==> config.mk <==
export PLATFORM = sky130hd
export DESIGN_NAME = key_event_device
export DESIGN_NICKNAME = d
export VERILOG_FILES = /design/src/rtl/key_event_device_pkg.sv /design/src/rtl/key_change_detect.sv /design/src/rtl/key_event_device.sv
export SDC_FILE = /design/constraint.sdc
export NUM_CORES = 1
export LEC_CHECK = 0
export BUFFER_PORTS_ARGS = -buffer_cell sky130_fd_sc_hd__buf_2
export CAP_MARGIN = 20
export CORE_ASPECT_RATIO = 1.75
export CORE_MARGIN = 5
export CORE_UTILIZATION = 30
export CTS_BUF_LIST = sky130_fd_sc_hd__clkbuf_8
export CTS_CLUSTER_SIZE = 16
export DETAILED_ROUTE_END_ITERATION = 7
export PLACE_DENSITY = 0.89
export SLEW_MARGIN = 15
export SYNTH_ARGS = -nofsm -noshare
export SYNTH_HDL_FRONTEND = slang
export SYNTH_HIERARCHICAL = 1
export SYNTH_SLANG_ARGS = --single-unit
==> constraint.sdc <==
create_clock -name clk -period 1.25 [get_ports clk]
set_input_delay 0.125 -clock clk [delete_from_list [all_inputs] [get_ports clk]]
set_output_delay 0.125 -clock clk [all_outputs]
set_load 0.02 [all_outputs]
==> src/rtl/key_event_device_pkg.sv <==
// Shared register map and bit positions for the pushbutton device.
package key_event_device_pkg;

    localparam int unsigned KDATA_OFF   = 0;
    localparam int unsigned KCTRL_OFF   = 4;
    localparam int unsigned READY_BIT   = 0;
    localparam int unsigned OVERRUN_BIT = 2;
    localparam int unsigned IE_BIT      = 8;
    localparam int unsigned CTRL_W      = 32;

    localparam logic [31:0] DEFAULT_BASE_ADDR = 32'hF000_0010;

    // Assemble the KCTRL read word; unlisted bits read as zero.
    function automatic logic [CTRL_W-1:0] kctrl_word(input logic ready,
                                                     input logic overrun,
                                                     input logic ie);
        logic [CTRL_W-1:0] w;
        w              = '0;
        w[READY_BIT]   = ready;
        w[OVERRUN_BIT] = overrun;
        w[IE_BIT]      = ie;
        return w;
    endfunction

endpackage

==> src/rtl/key_change_detect.sv <==
// Normalises key polarity and flags any level change after the first
// post-reset edge, so keys held through reset are never reported.
module key_change_detect #(
    parameter int unsigned NKEYS      = 4,
    parameter bit          ACTIVE_LOW = 1'b1
) (
    input  logic             clk,
    input  logic             reset,
    input  logic [NKEYS-1:0] keys_db,
    output logic [NKEYS-1:0] pressed,
    output logic             change
);

    logic [NKEYS-1:0] key_prev_q;
    logic             primed_q;

    assign pressed = ACTIVE_LOW ? ~keys_db : keys_db;
    assign change  = primed_q && (pressed != key_prev_q);

    always_ff @(posedge clk or posedge reset) begin
        if (reset) begin
            key_prev_q <= '0;
            primed_q   <= 1'b0;
        end else begin
            key_prev_q <= pressed;
            primed_q   <= 1'b1;
        end
    end

endmodule

==> src/rtl/key_event_device.sv <==
// Memory-mapped pushbutton device: KDATA/KCTRL registers, Ready/Overrun
// event tracking and a level interrupt request.
module key_event_device
    import key_event_device_pkg::*;
#(
    parameter int unsigned          NKEYS      = 4,
    parameter int unsigned          DBITS      = 32,
    parameter bit                   ACTIVE_LOW = 1'b1,
    parameter logic [DBITS-1:0]     BASE_ADDR  = DBITS'(DEFAULT_BASE_ADDR)
) (
    input  logic             clk,
    input  logic             reset,
    input  logic [NKEYS-1:0] keys_db,
    input  logic [DBITS-1:0] abus,
    input  logic             we,
    input  logic             re,
    input  logic [DBITS-1:0] dbus_in,
    output logic [DBITS-1:0] dbus_out,
    output logic             drive,
    output logic             intr
);

    localparam logic [DBITS-1:0] KDATA_ADDR = BASE_ADDR + DBITS'(KDATA_OFF);
    localparam logic [DBITS-1:0] KCTRL_ADDR = BASE_ADDR + DBITS'(KCTRL_OFF);

    logic [NKEYS-1:0] pressed;
    logic             change;

    logic [NKEYS-1:0] kdata_q, kdata_d;
    logic             ready_q, ready_d;
    logic             overrun_q, overrun_d;
    logic             ie_q, ie_d;

    logic             sel_kdata, sel_kctrl;
    logic             kdata_rd, kctrl_wr;
    logic             unused_dbus_in;

    key_change_detect #(
        .NKEYS      (NKEYS),
        .ACTIVE_LOW (ACTIVE_LOW)
    ) u_detect (
        .clk     (clk),
        .reset   (reset),
        .keys_db (keys_db),
        .pressed (pressed),
        .change  (change)
    );

    assign sel_kdata = (abus == KDATA_ADDR);
    assign sel_kctrl = (abus == KCTRL_ADDR);
    assign kdata_rd  = re && sel_kdata;
    assign kctrl_wr  = we && sel_kctrl;

    assign unused_dbus_in = ^dbus_in;

    // A new change always wins over any clear in the same cycle.
    always_comb begin
        kdata_d   = pressed;
        ready_d   = ready_q;
        overrun_d = overrun_q;
        ie_d      = ie_q;

        if (change) begin
            ready_d = 1'b1;
        end else if (kdata_rd) begin
            ready_d = 1'b0;
        end else if (kctrl_wr && !dbus_in[READY_BIT]) begin
            ready_d = 1'b0;
        end

        if (change && ready_q && !kdata_rd) begin
            overrun_d = 1'b1;
        end else if (kctrl_wr && !dbus_in[OVERRUN_BIT]) begin
            overrun_d = 1'b0;
        end

        if (kctrl_wr) begin
            ie_d = dbus_in[IE_BIT];
        end
    end

    always_ff @(posedge clk or posedge reset) begin
        if (reset) begin
            kdata_q   <= '0;
            ready_q   <= 1'b0;
            overrun_q <= 1'b0;
            ie_q      <= 1'b0;
        end else begin
            kdata_q   <= kdata_d;
            ready_q   <= ready_d;
            overrun_q <= overrun_d;
            ie_q      <= ie_d;
        end
    end

    // Zero-latency load path straight from the registers.
    always_comb begin
        dbus_out = '0;
        if (re && sel_kdata) begin
            dbus_out = DBITS'(kdata_q);
        end else if (re && sel_kctrl) begin
            dbus_out = DBITS'(kctrl_word(ready_q, overrun_q, ie_q));
        end
    end

    assign drive = re && (sel_kdata || sel_kctrl);
    assign intr  = ready_q && ie_q;

endmodule
# Word level (Yosys, flattened, before mapping)
# Index checks and enable logic that the tools add are counted.
[word_totals] reg_bits=8 input_bits=72 elab_cells=32
[classes] eq_ne=3 muxes=7 bitwise_logic=1 reduce_logical=16
[op_table] cell="$eq A32 B32 Y1 const B" count=2
[op_table] cell="$mux W9" count=2
[op_table] cell="$logic_and A1 B1 Y1" count=10
[op_table] cell="$mux W1" count=5
[op_table] cell="$ne A4 B4 Y1" count=1
[op_table] cell="$not A4 Y4" count=1
[op_table] cell="$logic_not A1 Y1" count=3
[op_table] cell="$reduce_bool A3 Y1" count=1
[op_table] cell="$reduce_bool A2 Y1" count=1
[op_table] cell="$logic_or A1 B1 Y1" count=1

# Longest topological paths before layout
# Gate-level depths: netlist (run 1).
[logic_depth] ltp_word=6 mapped_depth=4 mapped_depth_nobuf=4

# Cells and area by module
# Netlist (run 1), hierarchy kept.
[by_module_without_submodules] mod="key_event_device" instances=1 cells_each=69 area_each_um2=654.4 seq_area_each_um2=175.2
[by_module_without_submodules] mod="key_change_detect" instances=1 cells_each=16 area_each_um2=193.9 seq_area_each_um2=125.1

# Worst setup path before layout (run 1)
# Ideal clock, no wire load.
[synth_timing] path_kind="input to output" from="input port abus[7]" to="output port dbus_out[1]" arrival_ns=1.345 required_time_ns=1.125 path_slack_ns=-0.220 cell_stages=3 n_path_buf=0 path_cell_list="nor4_2 > nand4_2 > nor4_1"
[synth_via] elab_chain_len=3
[synth_rtl] element="from (decl)" line="key_event_device.sv:14" text="input logic [DBITS-1:0] abus,"
[synth_rtl] element="$eq A32 B32 Y1" line="key_event_device.sv:49" text="assign sel_kdata = (abus == KDATA_ADDR);"
[synth_rtl] element="$logic_and A1 B1 Y1" line="key_event_device.sv:99" text="if (re && sel_kdata) begin"
[synth_rtl] element="$mux W9" line="key_event_device.sv:99"
[synth_rtl] element="to (decl)" line="key_event_device.sv:18" text="output logic [DBITS-1:0] dbus_out,"
# Every way passes these cells.

# Worst setup path after layout (run 1)
[layout_timing] from="input port abus[13]" to="output port dbus_out[3]"
# The elaborated chain is that of the path after synthesis.

==> results by group, run 1 <==
Timing
  • Ratio of final minimum period to clock period: 115%
  • Highest clock frequency the design can meet: 0.698 GHz
  • Final setup violation count: 9
  • Fin. max-slew vios: 0
  • Final setup TNS: -1.06 ns
  • Setup repair after global routing missed its margin: true
  • Worst hold slack across all endpoints: 0.0817 ns
  • Total count of hold-check failures in the final report: 0
  • Final WS setup: -0.183 ns
  • Clock period minus worst slack: 1.43 ns
  • Worst clock skew on the final layout: 0.000274 ns

Min path
  • Worst Hold Depth: 2
  • Class of the most critical hold timing path: primary input to register

Floorplanning
  • I/O pin cnt: 106
  • Core outline area: 2720 um^2
  • Initial Utilization: 31.2%
  • Width of the chip: 50.2 um
  • Die Area: a little over 4000 um^2
  • Cell Rows: 25
  • Vertical die dimension: 80.3 um

Clock network
  • Clock tree root driver cell: clkbuf_8
  • Maximum buffer depth of the clock tree: 2
  • Clock latency of the later-clocked register in the worst-skew pair: 0.23 ns
  • Total clock buffers created by CTS: 3
  • TritonCTS clock tree: done
  • Clock-pin transition on the worst setup and hold timing paths: 0.05 ns
  • Sink count of the clock tree: 12
  • CTS H-tree lvls: 1

Global route
  • Overall Global Routing Usage: 12.9%
  • Maximum number of pins on one net before global-route repair: 8
  • Vias in the first global route: 866
  • First-pass GRT wire length: 4.00 mm
  • Antenna violations before repair: 0
  • Total global routing overflow: 0

Synth
  • Synthesized instance count: 85
  • Post-synth top flop: dfrtp_1
  • Avg Synthesized Cell Area: 9.98 um^2
  • Register area share after synthesis: 35.4%
  • Post-Synthesis Cell Area: 848 um^2
  • Most frequently used cell type in the post-synthesis netlist: buf_4
  • Number of library cell types mapped by synthesis: 25
  • Top cells by area in the synthesized netlist: dfrtp_1, buf_4, nor4_2, xnor2_1, inv_1
  • Fraction of synthesis flops using an asynchronous set or reset pin: 100%
  • Synth warnings: 6
  • Fraction of post-synthesis cell area in the top cell type by area: 35.4%
  • Top cell type by total area after synthesis: dfrtp_1
  • Register bit total from synthesis: 12
  • Top cells by count, synth: buf_4, dfrtp_1, inv_1, nor4_2, xnor2_1
  • Count of flip-flops with a built-in enable after synthesis: 0

Power and ir drop
  • VDD IR max: 0.000423 V
  • Power per Cell Area: 787 nW/um^2
  • Part of the total power dissipated in sequential elements: 38.2%
  • Fraction of power spent switching nets: a little over a quarter
  • Power after layout: ~1.1 mW
  • Clock power frac: 37.3%
  • Cell internal power dissipation: 0.787 mW
  • Power dissipated by switching net loads: between 0.2 and 0.3 mW
  • Part of the total power dissipated in combinational logic: between 20% and 30%
  • Leakage dissipation: 0.690 nW

Layout
  • Share of post-route cells with drive strength above 1: 53.5%
  • Area overhead of the layout relative to synthesis: 60.3%
  • Fillers: 249
  • Cell area after layout: 1360 um^2
  • Net count reported at finish: around 220
  • Number of diodes: 0

Worst setup path
  • Crit path top cell by count: buf_6
  • Stage delay of the slowest cell on the critical path: approximately 0.35 ns
  • Critical path required time: 1.12 ns
  • Critical Path Fanout Max: 5
  • Startpoint type of the worst setup path: primary input
  • Sort of element at the end of the critical path: output pin
  • Cell with the biggest individual delay on the critical path: nor4_4
  • Worst endpoint data arrival time: between 1 and 1.5 ns
  • Worst path cell trace: buf_6, nor4_4, nand4_4, nor2_4, and4b_2, buf_6
  • Category of the most critical setup path: primary input to output pin
  • Depth of the worst register-to-register path: 4

Outcome
  • Violations in the final reports: negative setup slack
  • Outcome: complete, but fails checks

Placement
  • Placed Instance Area: between 1000 and 1500 um^2
  • Routability Congestion: 0.732
  • DP HPWL: 1.83 mm
  • # port buffers: 49
  • Post-placement worst setup slack: -0.293 ns

Detailed routing
  • Routed via count: roughly 780
  • DR vias/cell: 4.53
  • Router iterations before antenna repair: 4
  • Number of routed nets with antenna violations: 0
  • Post-DR wirelength/cell: 15.6 um
  • DRC violations left: 0
  • Number of DRC violations after detailed-routing iteration 0: 5
  • WL final: 2.66 mm

Run
  • MaxCap Viol Count: 0
[cell usage in the layout (no fill, tap or decap), types with 2 or more instances in the layout]
cell	Yosys	routed
inv_1	8	8
and3_1	3	3
clkbuf_8	0	4
and2_1	2	2
conb_1	2	28
nor4_4	0	6
buf_4	27	7
buf_6	0	17
nand2_1	2	2
buf_2	0	31
dfrtp_1	12	11
xnor2_1	4	4
nor4b_4	0	2
nand2b_1	2	2
[worst paths after layout]
kind	startpoint	endpoint	slack (ns)
worst max-delay path	abus[13]	dbus_out[3]	-0.18
worst min register to register	ie_q	ie_q	0.55
max in group asynchronous	reset	ready_q	0.64
worst max register to register	u_detect/key_prev_q[3]	overrun_q	0.02
min in group asynchronous	reset	u_detect/key_prev_q[0]	0.35
worst min-delay path	keys_db[0]	kdata_q[0]	0.08
[power by group through the flow]
stage          combinational [mW]  clock (mW)  sequential (mW)
2_1_floorplan               0.180           0            0.414
3_3_place_gp                0.197           0            0.414
3_5_place_dp                0.200           0            0.416
4_1_cts                     0.246       0.415            0.409
5_1_grt                     0.282       0.433            0.411
6_report                    0.262       0.399            0.409
[flip-flops by register name, indices dropped and copies added (netlist names)]
signal,count
u_detect/primed_q,1
kdata_q,4
overrun_q,1
u_detect/key_prev_q,4
ie_q,1
ready_q,1
[timing repair]
item	in CTS	in global routing
buffers inserted	4	0
resized for setup	33	7
hold endpoints to repair	12	0
hold buffers	1	0
pin swaps	10	10
endpoints found under the setup margin	7	9
[cell type report]
cell class                      instances  area, um^2  area share [%]
Multi-Input combinational cell         64         531            39.0
Timing Repair Buffer                   56         409            30.1
Sequential cell                        12         302            22.2
Clock buffer                            4        55.1            4.05
Tap cell                               27        33.8            2.48
Inverter                                8        30.0            2.21
[layer usage]
metal  track usage (%)  routed length (um)  part of all wire (%)
met5                 0                   0                     0
met4              3.94                   0                     0
met3              3.53                 326                    12
met2              26.7                1520                    57
met1              11.0                 812                    31
[per-stage QoR]
stage | instances | util [%]
finish | 171 | 50.0
global route | 171 | 50.0
CTS | 171 | 48.6
detailed placement | 162 | 38.4
global placement | 162 | 38.4
floorplan | 111 | -
[critical path: cells and delay by family]
family / cells / cell delay [ns]
and+or+nand+nor: 4 / 0.97
buffers and inverters: 2 / 0.22
[cell families (layout without fill, tap and decap cells)]
logic type	count (synthesis)	after routing	synth area share, %
AND/OR/NAND/NOR	25	25	24.3
other	2	28	0.885
buffers and inverters	35	68	27.4
flip-flops	12	12	35.4
multiplexers	3	3	3.98
AO/OA/AOI/OAI	4	4	3.84
XOR/XNOR	4	4	4.13
Note: power is estimated with default switching activity, not from simulation.
==> run 2, diff against run 1 <==
Settings changed: CORE_UTILIZATION 30 to 33, PLACE_DENSITY 0.89 to 0.92.
Clock period 1.25 ns to 1.51 ns, I/O delays scaled along.
==> run 2 against run 1 <==
  * The run now ends clean
  * Global-route usage fell by 1.4 points
  * Critical path type unchanged
  * Worst setup slack improved by 0.18 ns
  * First-iteration DRC count did not move
  * Cell area shrank 9.4%
  * Highest routed layer is now met4
  * Via count down 4.1%
  * Die area decreased by 7.6%
  * Critical endpoint is now dbus_out[1]
  * Clock skew is essentially flat
==> results by group, run 2 (synthesized netlist as in run 1, its figures left out) <==
Detailed routing
  • Routed via count: 743 (-4.1%)
  • Number of routed nets with antenna violations: 0 (unchanged)
  • DR vias/cell: 4.42 (-2.4%)
  • WL final: 2.34 mm (-12%)
  • Post-DR wirelength/cell: 13.9 um (-10%)
  • DRC violations left: 0 (unchanged)
  • Number of DRC violations after detailed-routing iteration 0: 5 (unchanged)
  • Router iterations before antenna repair: 2 (-2)

Timing
  • Final WS setup: 0.00190 ns (+0.185 ns)
  • Total count of hold-check failures in the final report: 0 (unchanged)
  • Final setup violation count: 0 (-9)
  • Worst clock skew on the final layout: 0.000495 ns (+0.000221 ns)
  • Clock period minus worst slack: 1.51 ns
  • Fin. max-slew vios: 0 (unchanged)
  • Setup repair after global routing missed its margin: true
  • Highest clock frequency the design can meet: 0.663 GHz
  • Ratio of final minimum period to clock period: 99.9%

Clock network
  • Maximum buffer depth of the clock tree: 2 (unchanged)
  • Clock tree root driver cell: clkbuf_8
  • Clock latency of the later-clocked register in the worst-skew pair: 0.23 ns (about the same)
  • CTS H-tree lvls: 1 (unchanged)
  • Total clock buffers created by CTS: 3 (unchanged)
  • TritonCTS clock tree: done
  • Sink count of the clock tree: 12 (unchanged)
  • Clock-pin transition on the worst setup and hold timing paths: 0.05 ns (about the same)

Power and ir drop
  • Clock power frac: 34.2% (-3.1 points)
  • Power dissipated by switching net loads: 0.228 mW (-20%)
  • Power per Cell Area: 656 nW/um^2 (-17%)
  • Part of the total power dissipated in sequential elements: 41.9% (+3.7 points)
  • Cell internal power dissipation: 0.580 mW (-26%)
  • VDD IR max: 0.000421 V (-0.51%)
  • Leakage dissipation: 0.644 nW (-6.6%)
  • Part of the total power dissipated in combinational logic: 23.9% (-0.6 points)
  • Fraction of power spent switching nets: 28.3% (+1.7 points)

Floorplanning
  • Cell Rows: 24 (-4.0%)
  • I/O pin cnt: 106 (unchanged)
  • Die Area: 3720 um^2 (-7.6%)
  • Vertical die dimension: 77.1 um (-4.1%)
  • Width of the chip: 48.3 um (-3.7%)
  • Initial Utilization: 34.0% (+2.9 points)
  • Core outline area: 2490 um^2 (-8.4%)

Worst setup path
  • Startpoint of the lowest-slack register-to-register path: u_detect/key_prev_q[3]
  • Depth of the worst register-to-register path: 4 (unchanged)
  • FF-to-FF End: overrun_q
  • Critical path required time: 1.36 ns (+0.24 ns)
  • Startpoint type of the worst setup path: primary input
  • Worst endpoint data arrival time: 1.36 ns (+0.05 ns)
  • Cell with the biggest individual delay on the critical path: nor4b_2
  • Stage delay of the slowest cell on the critical path: 0.26 ns (-0.09 ns)
  • Category of the most critical setup path: primary input to output pin
  • Critical Path Fanout Max: 4 (-1)
  • Sort of element at the end of the critical path: output pin
  • Worst path cell trace: buf_2, nor4b_2, nand4_1, buf_6, nor4_4, buf_4
  • Setup slack of the worst register-to-register path: 0.29 ns (+0.27 ns)

Layout
  • Number of diodes: 0 (unchanged)
  • Final core utilization: 49.4% (-0.53 points)
  • Count of non-filler cells in the finished layout: 168 (-1.8%)
  • Highest-count cells in the layout ignoring fill and taps: buf_2, conb_1, dfrtp_1
  • Leading cell type in the layout, fill and taps excluded: buf_2
  • Area overhead of the layout relative to synthesis: 45.3%
  • Net count reported at finish: 216 (-0.46%)
  • Biggest registers after layout: kdata_q x4, u_detect/key_prev_q x4
  • Fillers: 231 (-7.2%)
  • Share of post-route cells with drive strength above 1: 50.0% (-3.5 points)

Min path
  • Hold path startpoint: keys_db[3]
  • Class of the most critical hold timing path: primary input to register
  • Worst Hold Depth: 2 (unchanged)
  • Endpoint of the worst hold-timing path: u_detect/key_prev_q[3]

Global route
  • Overall Global Routing Usage: 11.5% (-1.4 points)
  • Maximum number of pins on one net before global-route repair: 8 (unchanged)
  • Vias in the first global route: 783 (-9.6%)
  • Total global routing overflow: 0 (unchanged)
  • Antenna violations before repair: 0 (unchanged)
  • First-pass GRT wire length: 3.44 mm (-14%)

Placement
  • Routability Congestion: 0.773 (+5.6%)
  • DP HPWL: 1.83 mm (+0.10%)
  • # port buffers: 49 (unchanged)
  • Post-placement worst setup slack: -0.0942 ns (+0.199 ns)
  • Inst Count DP: 162 (unchanged)

Outcome
  • Outcome: finished, final reports clean

Run
  • MaxCap Viol Count: 0 (unchanged)
-- run 2: worst max-delay path by stage --
stage,from,end,slack (ns),depth (start not counted)
final,abus[24],dbus_out[1],0.002,6
after global routing,abus[1],dbus_out[1],-0.04,6
after CTS,abus[10],dbus_out[1],0.0005,6
after detailed placement,abus[15],dbus_out[3],-0.09,6
after global placement,abus[7],dbus_out[3],-0.06,6
after floorplan,abus[19],dbus_out[3],0.18,4
-- run 2: layout make-up --
cell class	count	area, um^2	area share, %
clock buffers	3	41.3	3.35
repair buffers	55	329	26.7
multi-input cells	64	499	40.5
inverters	8	30.0	2.44
flip-flops and latches	12	300	24.4
well taps	26	32.5	2.64
-- run 2: power groups by stage --
stage	clock [mW]	combinational, mW	sequential (mW)
after floorplan	0	0.149	0.343
after global placement	0	0.162	0.343
after detailed placement	0	0.165	0.344
after CTS	0.288	0.173	0.339
after global routing	0.307	0.209	0.339
final	0.276	0.193	0.339
-- run 2: timing repair --
item / 4_1_cts / 5_1_grt
pin swaps: 1 / 7
endpoints found under the setup margin: 6 / 6
hold buffers: 1 / 0
resized for setup: 4 / 16
endpoints found under the hold margin: 12 / 0
buffers inserted: 1 / 1
-- run 2: stage by stage --
step	cell area [um^2]	total power, mW	setup TNS (ns)	hold WS, ns
floorplan	952	0.492	0	-0.0705
global placement	1050	0.505	-0.139	0.0603
detailed placement	1050	0.509	-0.388	0.0639
CTS	1130	0.800	0	0.0940
global route	1230	0.855	-0.0511	0.0950
finish	1230	0.808	0	0.0997
-- run 2: layer usage --
layer  global-route usage [%]  up-vias  share of wire, %
li1                         -      348                 -
met1                     10.1      322                29
met2                     20.3       69                51
met3                     6.40        4                18
met4                     5.26        0               1.9
met5                        0        -                 0
-- run 2: critical path, delay by kind of cell --
kind | cells | cell delay, ns
simple gates | 3 | 0.73
buf+inv | 3 | 0.48
